**src/rtl/cache_fill_if.sv**
```systemverilog
// Pipeline/memory-side signal bundle for the cache fill controller.
// The fill controller uses the slave view; a pipeline or bench model uses master.
interface cache_fill_if;
  logic        miss_detected;
  logic [15:0] miss_address;
  logic        memory_data_valid;
  logic        fsm_busy;
  logic        memory_enable;
  logic [15:0] memory_address;
  logic        write_data_array;
  logic [15:0] write_word_addr;
  logic        write_tag_array;
  logic [15:0] miss_count;

  modport slave (
    input  miss_detected, miss_address, memory_data_valid,
    output fsm_busy, memory_enable, memory_address,
           write_data_array, write_word_addr, write_tag_array, miss_count
  );

  modport master (
    output miss_detected, miss_address, memory_data_valid,
    input  fsm_busy, memory_enable, memory_address,
           write_data_array, write_word_addr, write_tag_array, miss_count
  );
endinterface

```
**src/rtl/cache_fill_fsm.sv**
```systemverilog
// Cache line fill controller: on a miss, issues 8 word reads for the 16-byte block
// and writes each returned word into the data array, tagging the line on the last one.
//
// state | meaning
// IDLE  | no fill in progress; a miss starts one
// FILL  | issuing reads and accepting returned words for the latched block
module cache_fill_fsm (
  input logic       clk,
  input logic       rst,
  cache_fill_if.slave bus
);

  typedef enum logic {IDLE, FILL} state_t;

  state_t      state, state_nxt;
  logic [3:0]  issue_cnt, issue_cnt_nxt;
  logic [3:0]  recv_cnt, recv_cnt_nxt;
  logic [11:0] base_blk, base_blk_nxt;
  logic [15:0] miss_count, miss_count_nxt;
  logic [2:0]  issue_idx;

  always_ff @(posedge clk or posedge rst) begin
    if (rst) begin
      state      <= IDLE;
      issue_cnt  <= 4'd0;
      recv_cnt   <= 4'd0;
      base_blk   <= 12'd0;
      miss_count <= 16'd0;
    end else begin
      state      <= state_nxt;
      issue_cnt  <= issue_cnt_nxt;
      recv_cnt   <= recv_cnt_nxt;
      base_blk   <= base_blk_nxt;
      miss_count <= miss_count_nxt;
    end
  end

  always_comb begin
    state_nxt      = state;
    issue_cnt_nxt  = issue_cnt;
    recv_cnt_nxt   = recv_cnt;
    base_blk_nxt   = base_blk;
    miss_count_nxt = miss_count;

    bus.fsm_busy         = 1'b0;
    bus.memory_enable    = 1'b0;
    bus.write_data_array = 1'b0;
    bus.write_tag_array  = 1'b0;

    // Once all 8 reads are issued the address parks on the last word of the
    // block; building addresses by concatenation keeps them inside the block.
    issue_idx           = issue_cnt[3] ? 3'd7 : issue_cnt[2:0];
    bus.memory_address  = {base_blk, issue_idx, 1'b0};
    bus.write_word_addr = {base_blk, recv_cnt[2:0], 1'b0};
    bus.miss_count      = miss_count;

    case (state)
      IDLE: begin
        if (bus.miss_detected) begin
          bus.fsm_busy  = 1'b1;
          state_nxt     = FILL;
          base_blk_nxt  = bus.miss_address[15:4];
          issue_cnt_nxt = 4'd0;
          recv_cnt_nxt  = 4'd0;
        end
      end
      FILL: begin
        bus.fsm_busy = 1'b1;
        if (!issue_cnt[3]) begin
          bus.memory_enable = 1'b1;
          issue_cnt_nxt     = issue_cnt + 4'd1;
        end
        if (bus.memory_data_valid) begin
          bus.write_data_array = 1'b1;
          recv_cnt_nxt         = recv_cnt + 4'd1;
          if (recv_cnt == 4'd7) begin
            bus.write_tag_array = 1'b1;
            state_nxt           = IDLE;
            if (miss_count != 16'hFFFF)
              miss_count_nxt = miss_count + 16'd1;
          end
        end
      end
      default: state_nxt = IDLE;
    endcase
  end

endmodule
```
**src/flat_wrapper.sv**
```systemverilog
// flat-port wrapper written by rule: the top's interface ports become plain ports
module cache_fill_fsm_flat 
  (clk, rst, bus_miss_detected, bus_miss_address, bus_memory_data_valid, bus_fsm_busy, bus_memory_enable, bus_memory_address, bus_write_data_array, bus_write_word_addr, bus_write_tag_array, bus_miss_count);
  cache_fill_if bus_i ();
  input logic clk;
  input logic rst;
  input wire logic [$bits(bus_i.miss_detected)-1:0] bus_miss_detected;
  input wire logic [$bits(bus_i.miss_address)-1:0] bus_miss_address;
  input wire logic [$bits(bus_i.memory_data_valid)-1:0] bus_memory_data_valid;
  output wire logic [$bits(bus_i.fsm_busy)-1:0] bus_fsm_busy;
  output wire logic [$bits(bus_i.memory_enable)-1:0] bus_memory_enable;
  output wire logic [$bits(bus_i.memory_address)-1:0] bus_memory_address;
  output wire logic [$bits(bus_i.write_data_array)-1:0] bus_write_data_array;
  output wire logic [$bits(bus_i.write_word_addr)-1:0] bus_write_word_addr;
  output wire logic [$bits(bus_i.write_tag_array)-1:0] bus_write_tag_array;
  output wire logic [$bits(bus_i.miss_count)-1:0] bus_miss_count;
  assign bus_i.miss_detected = bus_miss_detected;
  assign bus_i.miss_address = bus_miss_address;
  assign bus_i.memory_data_valid = bus_memory_data_valid;
  assign bus_fsm_busy = bus_i.fsm_busy;
  assign bus_memory_enable = bus_i.memory_enable;
  assign bus_memory_address = bus_i.memory_address;
  assign bus_write_data_array = bus_i.write_data_array;
  assign bus_write_word_addr = bus_i.write_word_addr;
  assign bus_write_tag_array = bus_i.write_tag_array;
  assign bus_miss_count = bus_i.miss_count;
  cache_fill_fsm u_core (.clk(clk), .rst(rst), .bus(bus_i));
endmodule
```
**config.mk**
```make
export PLATFORM = sky130hd
export DESIGN_NAME = cache_fill_fsm_flat
export DESIGN_NICKNAME = d
export VERILOG_FILES = /design/src/rtl/cache_fill_if.sv /design/src/rtl/cache_fill_fsm.sv /design/src/flat_wrapper.sv
export SDC_FILE = /design/constraint.sdc
export NUM_CORES = 1
export LEC_CHECK = 0
export ABC_AREA = 1
export BUFFER_PORTS_ARGS = -buffer_cell sky130_fd_sc_hd__buf_2
export CAP_MARGIN = 10
export CORE_MARGIN = 1.5
export CORE_UTILIZATION = 50
export DETAILED_ROUTE_END_ITERATION = 16
export GPL_ROUTABILITY_DRIVEN = 0
export GPL_TIMING_DRIVEN = 1
export PLACE_DENSITY = 0.8
export REMOVE_ABC_BUFFERS = 1
export SYNTH_ARGS = -nofsm -noshare
export SYNTH_HDL_FRONTEND = slang
export SYNTH_SLANG_ARGS = --single-unit
```
**constraint.sdc**
```tcl
create_clock -name clk -period 1.85 [get_ports clk]
set_input_delay 0.0925 -clock clk [delete_from_list [all_inputs] [get_ports clk]]
set_output_delay 0.0925 -clock clk [all_outputs]
set_load 0.1 [all_outputs]
```
# == Word level (Yosys, flattened, before mapping) ==
# Cells that the tools add are included.
# op_classes
n_eq_ne,5
n_reduce_logical,4
n_bitwise,1
n_addsub,3
n_mux,18
# op_table
op,count
"adder 16 x 1 -> 16 bit, second input constant",1
"!= test 16 bit, second input constant",1
case mux 4 bit (2 select lines),2
2-to-1 mux 4 bit,3
2-to-1 mux 1 bit,10
"adder 4 x 1 -> 4 bit, second input constant",2
"!= test 2 bit, second input constant",3
AND reduction 2 bit,3
"== test 4 x 3 -> 1 bit, second input constant",1
case mux 1 bit (2 select lines),2
AND reduction 4 bit,1
2-to-1 mux 3 bit,1
inverter 1 bit,1
# word_totals
regBits,37
out_inout_bits,52
word_cells,37
in_bits,20

# == Depth between registers and ports, before layout ==
# depth
word_depth,4
ltp_mapped,9
ltp_nobuf,9

# == Least setup slack after synthesis ==
# OpenSTA, ideal clock, no wires.
# synth_timing
path_kind,reg2reg
from,reg u_core.state
to,reg u_core.issue_cnt[0]
arrival_time_ps,2213
n_path_buf,0
stages_incl_launch_ff,6
t_required_ps,1722
period_less_slack_ps,2341
setup_ps,128
setup_slack_ps,-491
path_cell_list,dfrtp_1 -> inv_1 -> nor2_1 -> inv_1 -> nand3_1 -> o21ai_0
# synth_via
elab_chain_cells,3
word_cells_on_any_way,5
cone_classes,eq/ne (2); mux (1); bitwise (1); reduce/logical (1)
# synth_lines
element,line_no,rtl
"start, declared",cache_fill_fsm.sv:15,"state_t state, state_nxt;"
"start signal, assigned",cache_fill_fsm.sv:30,state <= state_nxt;
inverter 1 bit (no line),--,
!= test 2 bit (no line),--,
AND reduction 2 bit (no line),--,
"end signal, assigned",cache_fill_fsm.sv:31,issue_cnt <= issue_cnt_nxt;
"end, declared",cache_fill_fsm.sv:16,"logic [3:0] issue_cnt, issue_cnt_nxt;"
# Several ways; a longest one is shown, not always the timed one.
# A chain may end at the register's enable or synchronous reset.

# == Worst setup path in the final report ==
# layout_timing
from,reg u_core.recv_cnt[0]
to,out bus_write_tag_array
# layout_via
elab_chain_cells,4
# layout_lines
element,line_no,rtl
"start, declared",cache_fill_fsm.sv:17,"logic [3:0] recv_cnt, recv_cnt_nxt;"
"start signal, assigned",cache_fill_fsm.sv:32,recv_cnt <= recv_cnt_nxt;
== test 4 x 3 -> 1 bit,cache_fill_fsm.sv:76,if (recv_cnt == 4'd7) begin
2-to-1 mux 1 bit,cache_fill_fsm.sv:76,
2-to-1 mux 1 bit,cache_fill_fsm.sv:73,if (bus.memory_data_valid) begin
2-to-1 mux 1 bit,cache_fill_fsm.sv:57,case (state)
"end, declared",flat_wrapper.sv:15,output wire logic [$bits(bus_i.write_tag_array)-1:0] bus_write_tag_array;
# Every way passes these cells.

==> results.txt <==
largest cells by area after synthesis: dfrtp_1 45%, nand2_1 20%, buf_4 6.3%
Seq/Total Area, Yosys: 45.48%
clock root cell: clkbuf_8
initial antenna violation count: 0
Hold WC Path Type: in -> reg
proportion of layout cells with a drive suffix above 1: 28.71%
GRT overflow: 0
asr flop ratio synth: 100.0%
DR DRC count: 0
number of library cell types mapped by synthesis: 25
Max Clk Rate: 590.6 MHz
chip width: 66.81 um
via/cell ratio: 4.828
Fin Hold WS: 0.01182 ns
post-layout instance area: 2399 um2
post-route clock period utilization: 91.52%
vias in the first global route: 1,611
crit start category: flip-flop
Synth top area share: 45.48%
row count: 23
Mean Syn Cell Area: 7.830 um2
ant diodes: 0
DRT iter0 DRCs: 66
final wirelength: 4.127 mm
CP Cell Sequence: ha_1 > nand2_1 > nor3_4 > buf_4
post-CTS setup buffers: 0
arrival time worst endpoint: 1.60 ns
GRT Util Overall: 20.55%
Reg clk slew, reported paths: 0.07 ns
Placed Area: 2300 um2
fin cells: 367
EDFF count, synth: 0
fin nets: 340
Gate Count Post-Synth: 260
CP max FO: 5
TritonRoute pass-1 iters: 4
fin util: 60.84%
Worst path max stage delay: 0.41 ns
status: completed
Ports: 72
wire length per cell: 11.25 um
final setup vio count: 0
placed insts: 359
post-route ant nets: 0
port bufs: 65
Synth area leader: dfrtp_1
first-pass GRT wire length: 6.913 mm
P&R area growth vs syn: 17.82%
clock sink count: 37
vias: 1,772
largest net degree at the start of global routing: 38
core area: 3943 um2
FF+latch count, synth: 37
Starting Density: 51.63%
slowest CP cell: dfrtp_1
CTS HTree Levels: 2
HPWL after DPL: 3.062 mm
Die Area: 4463 um2
max cap viols: 0
Final min period: 1.693 ns
Crit. End Element: primary output
Setup CP Type: reg -> out
Inserted Clock Buffers: 5
Max Root-Sink Buffers: 2
unrepaired setup endpoints after global routing: false
Die H: 66.81 um
Final Max Slew Viols: 0
Hold Fails Final Rpt: 0
CTS tree: done
cell area after synthesis: 2036 um2
Worst Skew: 0.007138 ns
slew margin rel.: 66.41%
Synth Flop Type: dfrtp_1
synth warn: 0
Skew-Pair Late Insertion Delay: 0.29 ns
CP required: 1.76 ns
Least-Margin Pin Slew: 0.5008 ns
sequential cells by signal (all words and copies together), names as in the netlist:
name	cells
u_core.base_blk	12
u_core.state	1
u_core.issue_cnt	4
u_core.bus.miss_count	16
u_core.recv_cnt	4
cell type report:
class / instances / area (um2)
Timing Repair Buffer: 70 / 367.9
Inverter: 20 / 77.57
Clock buffer: 7 / 86.33
Fill cell: 367 / 1544
Sequential cell: 37 / 925.9
Multi-Input combinational cell: 183 / 878.3
Tap cell: 50 / 62.56
cells by family after synthesis:
kind of cell / after synthesis / share of synthesized area (%)
AND/OR/NAND/NOR: 153 / 32.70
buffers and inverters: 41 / 11.56
flip-flops: 37 / 45.48
AO/OA/AOI/OAI: 17 / 4.794
XOR/XNOR: 8 / 3.442
adder cells (fa/ha/maj): 3 / 1.844
other: 1 / 0.1842
stage by stage:
| stage | setup slack [ns] | setup TNS, ns |
|---|---|---|
| after floorplan | -1.046 | -18.95 |
| after global placement | 0.2586 | 0 |
| after detailed placement | 0.2163 | 0 |
| after CTS | 0.01259 | 0 |
| after global routing | 0.04129 | 0 |
| final | 0.1568 | 0 |
timing repair:
action	in CTS	in global routing
hold buffers	1	0
setup endpoints to repair	0	1
hold endpoints to repair	37	0
resized for setup	0	2
Yosys cell counts, types with 2 or more instances:
library cell  count
nand2_1         106
clkbuf_1          2
inv_1            17
nor2_1           17
xnor2_1           8
dfrtp_1          37
nor2_4            2
buf_4            17
clkinv_1          2
buf_6             2
ha_1              3
nand2_2           8
a21oi_1           3
o21ai_0          12
nand3_1          11
nand4_1           4
worst paths after layout:
path	start	to	slack, ns	depth (start not counted)
max in group asynchronous	rst	u_core.bus.miss_count[4]	1.05	4
max reg2reg	u_core.bus.miss_count[0]	u_core.bus.miss_count[10]	0.22	8
min in group asynchronous	rst	u_core.base_blk[9]	0.47	4
max	u_core.recv_cnt[0]	bus_write_tag_array	0.16	4
min	bus_miss_address[4]	u_core.base_blk[0]	0.01	3
min reg2reg	u_core.base_blk[0]	u_core.base_blk[0]	0.49	2
cell usage in the layout, fill, tap and decap left out, types with 6 or more instances in the layout:
| master | instances |
|---|---|
| dfrtp_1 | 37 |
| o21ai_0 | 12 |
| nand2_2 | 8 |
| nand2_1 | 106 |
| inv_1 | 17 |
| xnor2_1 | 8 |
| nor2_1 | 17 |
| buf_2 | 64 |
| clkbuf_8 | 6 |
| nand3_1 | 11 |
worst max-delay path, delay by kind of cell (launching register included):
kind / cells / cell delay, ns
buffers and inverters: 1 / 0.35
flip-flops: 1 / 0.41
AND/OR/NAND/NOR: 2 / 0.36
adder cells (fa/ha/maj): 1 / 0.19
metal layers:
layer,up-vias,wire (um),track usage [%]
met5,-,0,0
met4,0,46,6.888
met3,5,261,4.054
met2,61,1953,37.13
met1,805,1865,24.18
li1,901,-,-
Power is left out: the tool's default activity adds up to more than one toggle a clock period on the data nets, which glitch-free logic cannot reach.
